File: config.mk
export PLATFORM = sky130hd
export DESIGN_NAME = if_stage_flat
export DESIGN_NICKNAME = d
export VERILOG_FILES = /design/src/rtl/if_stage_if.sv /design/src/rtl/if_stage.sv /design/src/flat_wrapper.sv
export SDC_FILE = /design/constraint.sdc
export NUM_CORES = 1
export LEC_CHECK = 0
export ABC_AREA = 1
export ABC_CLOCK_PERIOD_IN_PS = 2200
export CORE_MARGIN = 2
export CORE_UTILIZATION = 44
export CTS_BUF_LIST = sky130_fd_sc_hd__clkbuf_8
export CTS_CLUSTER_DIAMETER = 150
export DETAILED_ROUTE_END_ITERATION = 7
export HOLD_SLACK_MARGIN = 0.08
export PLACE_DENSITY = 0.93
export SLEW_MARGIN = 20
export SYNTH_ARGS = -nofsm -noshare
export SYNTH_HDL_FRONTEND = slang
export SYNTH_SLANG_ARGS = --single-unit
File: constraint.sdc
create_clock -name clk -period 2.2 [get_ports clk]
set_clock_uncertainty 0.15 [all_clocks]
set_input_delay 0.33 -clock clk [delete_from_list [all_inputs] [get_ports clk]]
set_output_delay 0.33 -clock clk [all_outputs]
set_load 0.05 [all_outputs]
File: src/rtl/if_stage_if.sv
// Fetch-stage bundle: hazard/redirect controls in,
// IF/ID register, PC and stall debug status out.
interface if_stage_if #(
  parameter int CW = 4
);
  logic          PC_Write;
  logic          IF_ID_Write;
  logic          IF_Flush;
  logic [1:0]    PC_Src;
  logic [31:0]   Branch_Target;
  logic [31:0]   Jump_Target;
  logic [31:0]   Jr_Target;
  logic [31:0]   Inst_In;
  logic [31:0]   Inst_Addr;
  logic [31:0]   IF_ID_Inst;
  logic [31:0]   IF_ID_PC4;
  logic          IF_ID_Valid;
  logic [CW-1:0] Stall_Count;
  logic          Stall_Timeout;

  modport master (
    output PC_Write, IF_ID_Write, IF_Flush,
    output PC_Src, Branch_Target,
    output Jump_Target, Jr_Target, Inst_In,
    input  Inst_Addr, IF_ID_Inst, IF_ID_PC4,
    input  IF_ID_Valid, Stall_Count,
    input  Stall_Timeout
  );

  modport slave (
    input  PC_Write, IF_ID_Write, IF_Flush,
    input  PC_Src, Branch_Target,
    input  Jump_Target, Jr_Target, Inst_In,
    output Inst_Addr, IF_ID_Inst, IF_ID_PC4,
    output IF_ID_Valid, Stall_Count,
    output Stall_Timeout
  );
endinterface

File: src/rtl/if_stage.sv
// Instruction fetch: PC register, next-PC select,
// IF/ID pipeline register and stall-length watchdog.
module if_stage #(
  parameter logic [31:0] RESET_PC    = 32'h0000_0000,
  parameter int          CW          = 4,
  parameter int          STALL_LIMIT = 15
) (
  input  logic       clk,
  input  logic       rst_n,
  if_stage_if.slave  bus
);

  typedef struct packed {
    logic [31:0] inst;
    logic [31:0] pc4;
    logic        valid;
  } if_id_t;

  typedef enum logic {
    IDLE,
    STALLING
  } st_t;

  localparam logic [CW-1:0] LIM = STALL_LIMIT[CW-1:0];
  localparam logic [CW-1:0] SAT = '1;
  localparam logic [CW-1:0] ONE = {{(CW-1){1'b0}}, 1'b1};

  logic [31:0] pc;
  logic [31:0] pc4;
  logic [31:0] pc_nx;
  if_id_t      if_id;

  st_t           st, st_nx;
  logic [CW-1:0] cnt, cnt_nx;
  logic          tmo, tmo_nx;

  assign pc4 = pc + 32'd4;

  // Redirect targets are word-aligned by dropping the low two bits.
  always_comb begin
    pc_nx = pc4;
    unique case (bus.PC_Src)
      2'b00: pc_nx = pc4;
      2'b01: pc_nx = bus.Branch_Target & ~32'h3;
      2'b10: pc_nx = bus.Jump_Target & ~32'h3;
      2'b11: pc_nx = bus.Jr_Target & ~32'h3;
      default: pc_nx = pc4;
    endcase
  end

  always_ff @(posedge clk or negedge rst_n) begin
    if (!rst_n) begin
      pc <= RESET_PC;
    end else if (bus.PC_Write) begin
      pc <= pc_nx;
    end
  end

  always_ff @(posedge clk or negedge rst_n) begin
    if (!rst_n) begin
      if_id <= '0;
    end else if (bus.IF_ID_Write) begin
      if (bus.IF_Flush) begin
        if_id.inst  <= 32'h0;
        if_id.pc4   <= pc4;
        if_id.valid <= 1'b0;
      end else begin
        if_id.inst  <= bus.Inst_In;
        if_id.pc4   <= pc4;
        if_id.valid <= 1'b1;
      end
    end
  end

  always_ff @(posedge clk or negedge rst_n) begin
    if (!rst_n) begin
      st  <= IDLE;
      cnt <= '0;
      tmo <= 1'b0;
    end else begin
      st  <= st_nx;
      cnt <= cnt_nx;
      tmo <= tmo_nx;
    end
  end

  always_comb begin
    st_nx  = st;
    cnt_nx = cnt;
    unique case (st)
      IDLE: begin
        if (!bus.PC_Write) begin
          st_nx  = STALLING;
          cnt_nx = ONE;
        end
      end
      STALLING: begin
        if (bus.PC_Write) begin
          st_nx  = IDLE;
          cnt_nx = '0;
        end else if (cnt != SAT) begin
          cnt_nx = cnt + ONE;
        end
      end
      default: begin
        st_nx  = IDLE;
        cnt_nx = '0;
      end
    endcase
    tmo_nx = tmo | (!bus.PC_Write && cnt_nx == LIM);
  end

  assign bus.Inst_Addr     = pc;
  assign bus.IF_ID_Inst    = if_id.inst;
  assign bus.IF_ID_PC4     = if_id.pc4;
  assign bus.IF_ID_Valid   = if_id.valid;
  assign bus.Stall_Count   = cnt;
  assign bus.Stall_Timeout = tmo;

endmodule

File: src/flat_wrapper.sv
// flat-port wrapper written by rule: the top's interface ports become plain ports
module if_stage_flat 
#(
  parameter logic [31:0] RESET_PC    = 32'h0000_0000,
  parameter int          CW          = 4,
  parameter int          STALL_LIMIT = 15
)
  (clk, rst_n, bus_PC_Write, bus_IF_ID_Write, bus_IF_Flush, bus_PC_Src, bus_Branch_Target, bus_Jump_Target, bus_Jr_Target, bus_Inst_In, bus_Inst_Addr, bus_IF_ID_Inst, bus_IF_ID_PC4, bus_IF_ID_Valid, bus_Stall_Count, bus_Stall_Timeout);
  if_stage_if #(.CW(CW)) bus_i ();
  input  logic clk;
  input  logic rst_n;
  input wire logic [$bits(bus_i.PC_Write)-1:0] bus_PC_Write;
  input wire logic [$bits(bus_i.IF_ID_Write)-1:0] bus_IF_ID_Write;
  input wire logic [$bits(bus_i.IF_Flush)-1:0] bus_IF_Flush;
  input wire logic [$bits(bus_i.PC_Src)-1:0] bus_PC_Src;
  input wire logic [$bits(bus_i.Branch_Target)-1:0] bus_Branch_Target;
  input wire logic [$bits(bus_i.Jump_Target)-1:0] bus_Jump_Target;
  input wire logic [$bits(bus_i.Jr_Target)-1:0] bus_Jr_Target;
  input wire logic [$bits(bus_i.Inst_In)-1:0] bus_Inst_In;
  output wire logic [$bits(bus_i.Inst_Addr)-1:0] bus_Inst_Addr;
  output wire logic [$bits(bus_i.IF_ID_Inst)-1:0] bus_IF_ID_Inst;
  output wire logic [$bits(bus_i.IF_ID_PC4)-1:0] bus_IF_ID_PC4;
  output wire logic [$bits(bus_i.IF_ID_Valid)-1:0] bus_IF_ID_Valid;
  output wire logic [$bits(bus_i.Stall_Count)-1:0] bus_Stall_Count;
  output wire logic [$bits(bus_i.Stall_Timeout)-1:0] bus_Stall_Timeout;
  assign bus_i.PC_Write = bus_PC_Write;
  assign bus_i.IF_ID_Write = bus_IF_ID_Write;
  assign bus_i.IF_Flush = bus_IF_Flush;
  assign bus_i.PC_Src = bus_PC_Src;
  assign bus_i.Branch_Target = bus_Branch_Target;
  assign bus_i.Jump_Target = bus_Jump_Target;
  assign bus_i.Jr_Target = bus_Jr_Target;
  assign bus_i.Inst_In = bus_Inst_In;
  assign bus_Inst_Addr = bus_i.Inst_Addr;
  assign bus_IF_ID_Inst = bus_i.IF_ID_Inst;
  assign bus_IF_ID_PC4 = bus_i.IF_ID_PC4;
  assign bus_IF_ID_Valid = bus_i.IF_ID_Valid;
  assign bus_Stall_Count = bus_i.Stall_Count;
  assign bus_Stall_Timeout = bus_i.Stall_Timeout;
  if_stage #(.RESET_PC(RESET_PC), .CW(CW), .STALL_LIMIT(STALL_LIMIT)) u_core (.clk(clk), .rst_n(rst_n), .bus(bus_i));
endmodule
==> results of run 1 <==
## cells in the final DEF (no fill, tap or decap), drive strengths merged
master,netlist,routed
a211oi,5,5
a21oi,10,10
a31o,1,1
a31oi,12,12
a41oi,1,1
buf,17,41
bufinv,0,2
clkbuf,18,9
clkdlybuf4s50,0,198
clkinv,0,2
clkinvlp,0,1
conb,1,4
dfrtp,99,99
dlygate4sd2,0,1
dlygate4sd3,0,1
dlymetal6s2s,0,7
ha,2,2
inv,79,81
nand2,344,344
nand3,64,64
nand4,4,4
nor2,74,74
nor4,1,1
o211ai,1,1
o21ai,68,68
o21bai,1,1
or2,2,2
xnor2,4,4
xor2,3,3
## synth_stat cells (all sizes together)
master,n
dfrtp,99
nor2,74
o21bai,1
nand3,64
nand2,344
ha,2
inv,79
xnor2,4
buf,17
conb,1
a211oi,5
xor2,3
a31o,1
a31oi,12
a41oi,1
clkbuf,18
a21oi,10
o211ai,1
or2,2
o21ai,68
nand4,4
nor4,1
## area by class of cell
class                           instances  area (sq um)  area share
Multi-Input combinational cell        601          2610       0.317
Sequential cell                        99          2480       0.300
Timing Repair Buffer                  248          2430       0.295
Inverter                               79           297      0.0359
Tap cell                              168           210      0.0255
Clock buffer                            9           124      0.0150
Clock inverter                          7          98.8      0.0120
## how the worst max path moves through the flow
| stage | slack (ps) | to | start | depth (start not counted) |
|---|---|---|---|---|
| 3_5_place_dp | 200 | u_core.bus.Inst_Addr[17]$_DFFE_PN0P_ | bus_PC_Src[1] | 10 |
| 4_1_cts | 6 | bus_Inst_Addr[11] | u_core.bus.Inst_Addr[11]$_DFFE_PN0P_ | 1 |
| 5_1_grt | 10 | bus_Inst_Addr[12] | u_core.bus.Inst_Addr[12]$_DFFE_PN0P_ | 1 |
| 6_report | 40 | bus_Inst_Addr[12] | u_core.bus.Inst_Addr[12]$_DFFE_PN0P_ | 1 |
| 2_1_floorplan | 190 | u_core.bus.Inst_Addr[16]$_DFFE_PN0P_ | u_core.bus.Inst_Addr[2]$_DFFE_PN0P_ | 8 |
| 3_3_place_gp | 230 | u_core.bus.Inst_Addr[18]$_DFFE_PN0P_ | bus_PC_Src[1] | 10 |
## what timing repair did
action / 4_1_cts / 5_1_grt
hold endpoints to repair: 33 / 0
hold buffers: 1 / 0
gates resized for setup: 1 / 7
endpoints found under the setup margin: 1 / 7
## layer usage
metal | part of all wire | vias up | wire (um) | GRT usage
met4 | 0.025 | 0 | 442 | 0.104
met1 | 0.40 | 2722 | 6960 | 0.321
met2 | 0.48 | 349 | 8340 | 0.453
met5 | 0 | - | 0 | 0
met3 | 0.093 | 43 | 1610 | 0.0540
li1 | - | 2995 | - | -
## metrics by stage
step	total power, mW	setup WS (ps)
final	5.62	39.1
after floorplan	3.45	187
after global routing	5.89	13.2
after CTS	5.65	5.54
after detailed placement	4.35	202
after global placement	4.31	230
## registers in the layout (all words and copies together), names as in the netlist
signal / flops
u_core.st: 1
u_core.bus.IF_ID_PC4: 30
u_core.bus.IF_ID_Inst: 32
u_core.bus.Stall_Timeout: 1
u_core.bus.IF_ID_Valid: 1
u_core.bus.Inst_Addr: 30
u_core.bus.Stall_Count: 4
## kinds of logic after synthesis
group,Yosys count
flops,99
fa+ha+maj,2
simple gates,489
buf+inv,114
other cells,1
xor+xnor,7
compound gates,99
## power by group through the flow
stage               Combinational (mW)  Clock [mW]  Sequential [mW]
floorplan                        0.498           0             2.95
global placement                  2.07           0             2.24
detailed placement                2.10           0             2.25
CTS                               2.11        1.33             2.21
global route                      2.24        1.40             2.25
finish                            2.10        1.31             2.22
==> results.md, run 1 <==
- Data required, critical path: between 1500 and 2000 ps
- Compound-Gate Fraction of Synth Area: 0.0969
- Post-route cell area: approximately 8300 sq um
- Worst reg-to-reg setup slack: around 240 ps
- Area after detailed placement: approximately 8000 sq um
- Fillers: between 900 and 1000
- Hold Crit Class: input pin to asynchronous set/reset pin
- Core area: ~12000 sq um
- Maximum clock path buffer count: 2
- Area leader, netlist: dfrtp_1
- Comb pwr share: 0.373
- Final Wtd Congestion: roughly 0.94
- Outcome: finished clean
- Initial Utilization: 0.455
- Fin cells: 1211
- Worst skew pair latency: 380 ps
- Width of the die: roughly 120 um
- Grt total ovfl: 0
- YS warnings: 0
- Via count: about 6000
- Final Util: 0.679
- DRC Markers: 0
- Initial antenna violation count: 0
- First-pass iteration count of the detailed router: 5
- Mapped Area: ~5500 sq um
- Die Ht: around 120 um
- Hold Slack: about 310 ps
- Area Growth Syn to Fin: 49.3%
- Share of cells above drive strength 1: 0.0757
- Overall routing resource usage: 0.261
- Rel. slew slack: 0.626
- Synth area leaders: dfrtp_1 (45%), nand2_1 (23%), nand3_1 (5.7%)
- Detailed placement HPWL: about 14000 um
- CTS H-tree lvls: 3
- Setup violators final: 0
- First-pass GRT wire length: between 20000 and 30000 um
- Switching share of power: 0.392
- Post-route ant nets: 0
- Post-Synth XOR/XNOR Area: 0.0111
- Cell family with most CP delay: buffers and inverters
- Library cells used by synthesis: 30
- # placed instances: 1194
- Cells after synthesis: 811
- Pint: roughly 3.4 mW
- Reg2reg start: u_core.bus.Inst_Addr[3]$_DFFE_PN0P_
- DR vias/cell: around 5
- R2r endpoint: u_core.bus.Inst_Addr[8]$_DFFE_PN0P_
- Pin count of the biggest net entering global routing: 36
- Max-slew violations: 0
- Worst-Margin Slew: approximately 560 ps
- Sequential-to-total area share from yosys stat: 0.448
- RSZ-0062 raised after global routing: false
- Critical path endpoint category: primary output
- Mux contribution to synthesized area: 0
- Net Sw Power: roughly 2.2 mW
- Worst r2r path cells: 7
- Final hold vios: 0
- Clock transition at path regs: roughly 100 ps
- Num CTS Buffers: 9
- CTS tree: built
- Slowest stage delay, CP: approximately 840 ps
- Total wire length: 17300 um
- Critical path buffers and inverters: 1
- Number of global-route vias before repair: around 5800
- Critical path class: flop to primary output
- Adder-cell share of the synthesized area: 0.00453
- Setup Fix Bufs, Post-CTS: 0
- Simple-gate share of the synthesized area: 0.357
- Die area: roughly 13000 sq um
- CTS root buf: clkbuf_8
- WL per Instance: between 10 and 15 um
- Flop pwr share: 0.394
- Number of diodes: 0
- Share of the synthesized area in the top cell type: 0.448
- Crit path cell chain: clkdlybuf4s50_1
- Largest driver fanout on the critical path: 6
- Startpoint Class: flop
- Synthesized flop and latch total: 99
- Main combinational cell family by area after synthesis: simple AND/OR/NAND/NOR gates
- Crit share post-route: 0.982
- Min Clock Period, post-route: between 2000 and 2500 ps
- VDD IR-drop max: 0.000311 V
- Row count: 40
- TritonCTS Sinks: 99
- F_max: about 460 MHz
- 1st-iter DRT viols: ~600
- Setup_tns: 0 ps
- Fin nets: between 1000 and 1500
- # port buffers: around 230
- Clock network fraction of total power: 0.233
- Io pins: 237
- WP data arrival: between 1500 and 2000 ps
- Max-cap check violation count: 0
- Avg Cell Area, Syn: approximately 6.8 sq um
- Pleak: 3.96 nW
- PD cells: ~680 nW/um^2
- Critical path's slowest cell: clkdlybuf4s50_1
Power figures use the tool's default switching activity.
==> run 2, diff against run 1 <==
--- a/config.mk
+++ b/config.mk
@@ -14,6 +14,7 @@
 export DETAILED_ROUTE_END_ITERATION = 7
 export HOLD_SLACK_MARGIN = 0.08
 export PLACE_DENSITY = 0.93
+export SKIP_CTS_REPAIR_TIMING = 1
 export SLEW_MARGIN = 20
 export SYNTH_ARGS = -nofsm -noshare
 export SYNTH_HDL_FRONTEND = slang
==> results.md, run 2 (synthesized netlist as in run 1, its figures left out) <==
- Outcome: finished clean
- Fillers: approximately 960
- Max reg flops: 32
- CTS tree: built
- Die area: between 10000 and 15000 sq um
- Total wire length: around 17000 um
- DR vias/cell: about 5.0
- Grt total ovfl: 0
- Share of cells above drive strength 1: 0.0757
- VDD IR-drop max: 0.000316 V
- Slowest stage delay, CP: roughly 840 ps
- Detailed placement HPWL: ~14000 um
- Worst-Margin Slew: around 560 ps
- Largest driver fanout on the critical path: 6
- Cell family with most CP delay: buffers and inverters
- Rel. slew slack: 0.625
- F_max: ~460 MHz
- Startpoint Class: flop
- Crit share post-route: 0.979
- Setup violators final: 0
- Critical path endpoint category: primary output
- Critical path class: flop to primary output
- Number of global-route vias before repair: 5757
- Final Wtd Congestion: approximately 0.94
- Min Clock Period, post-route: about 2200 ps
- Number of diodes: 0
- Row count: 40
- # port buffers: about 230
- Critical path buffers and inverters: 1
- Setup WS post-layout: between 40 and 50 ps
- CTS root buf: clkbuf_8
- Via count: between 6000 and 7000
- Register Area: 2480 sq um
- DRC Markers: 0
- Die Ht: between 100 and 150 um
- Pin count of the biggest net entering global routing: 36
- Core area: 12200 sq um
- PD cells: approximately 700 nW/um^2
- First-pass iteration count of the detailed router: 5
- Pleak: a little under 4 nW
- Initial Utilization: 0.455
- WL per Instance: about 14 um
- Crit path cell chain: clkdlybuf4s50_1
- Num CTS Buffers: 9
- Most frequent cells in the layout: nand2_1 (339), clkdlybuf4s50_1 (198), dfrtp_1 (99)
- Design Power: between 5 and 6 mW
- Area Growth Syn to Fin: 49.3%
- Hold Slack: 314 ps
- Critical path's slowest cell: clkdlybuf4s50_1
- Most common cell after layout, fill and taps aside: nand2_1
- Worst skew pair latency: between 300 and 400 ps
- Post-route cell area: 8260 sq um
- Hold Crit Class: input pin to asynchronous set/reset pin
- Width of the die: 116 um
- Post-route ant nets: 0
- Area after detailed placement: 8000 sq um
- Max-slew violations: 0
- Area occupied by multi-input gates: between 2000 and 3000 sq um
- Maximum clock path buffer count: 2
- WP data arrival: about 1700 ps
- Final hold vios: 0
- First-pass GRT wire length: roughly 28000 um
- 1st-iter DRT viols: between 500 and 600
- TritonCTS Sinks: 99
- Post-place setup slack: 202 ps
- Overall routing resource usage: 0.261
- Max-cap check violation count: 0
- Data required, critical path: roughly 1700 ps
- Initial antenna violation count: 0
- Fin nets: 1175
- RSZ-0062 raised after global routing: false
- CTS H-tree lvls: 3
- Setup_tns: 0 ps
- Clock transition at path regs: around 100 ps
- Io pins: between 200 and 250
==> run 2: per-layer routing <==
| layer | vias to the layer above | track usage | part of all wire |
|---|---|---|---|
| met3 | 42 | 0.0524 | 0.094 |
| li1 | 2997 | - | - |
| met5 | - | 0 | 0 |
| met2 | 329 | 0.453 | 0.48 |
| met1 | 2700 | 0.321 | 0.40 |
| met4 | 0 | 0.102 | 0.026 |
==> run 2: cell type report <==
cell class,instances,area share
well taps,168,0.0255
clock inverters,7,0.0120
flip-flops and latches,99,0.300
inverters,79,0.0359
clock buffers,9,0.0150
multi-input cells,601,0.316
repair buffers,248,0.295
==> run 2: worst paths after layout <==
path | startpoint | to | slack (ps) | depth (start not counted)
hold / removal | rst_n | u_core.bus.IF_ID_Inst[11]$_DFFE_PN0P_ | 310 | 2
setup / recovery | u_core.bus.Inst_Addr[12]$_DFFE_PN0P_ | bus_Inst_Addr[12] | 50 | 1
hold reg to reg | u_core.bus.IF_ID_PC4[22]$_DFFE_PN0P_ | u_core.bus.IF_ID_PC4[22]$_DFFE_PN0P_ | 340 | 2
setup reg to reg | u_core.bus.Inst_Addr[3]$_DFFE_PN0P_ | u_core.bus.Inst_Addr[8]$_DFFE_PN0P_ | 230 | 7
max in group asynchronous | rst_n | u_core.bus.IF_ID_PC4[4]$_DFFE_PN0P_ | 1050 | 3
min in group clk | u_core.bus.IF_ID_PC4[22]$_DFFE_PN0P_ | u_core.bus.IF_ID_PC4[22]$_DFFE_PN0P_ | 340 | 2
==> run 2: through the flow <==
step | utilization | instances
after floorplan | - | 814
after global placement | 0.658 | 1194
after detailed placement | 0.658 | 1194
after CTS | 0.676 | 1210
after global routing | 0.679 | 1211
final | 0.679 | 1211
==> run 2: power breakdown <==
part	switching (mW)	internal (mW)	total, mW
Sequential	0.192	2.02	2.21
Combinational	1.35	0.746	2.10
Clock	0.660	0.649	1.31
Total	2.20	3.42	5.62
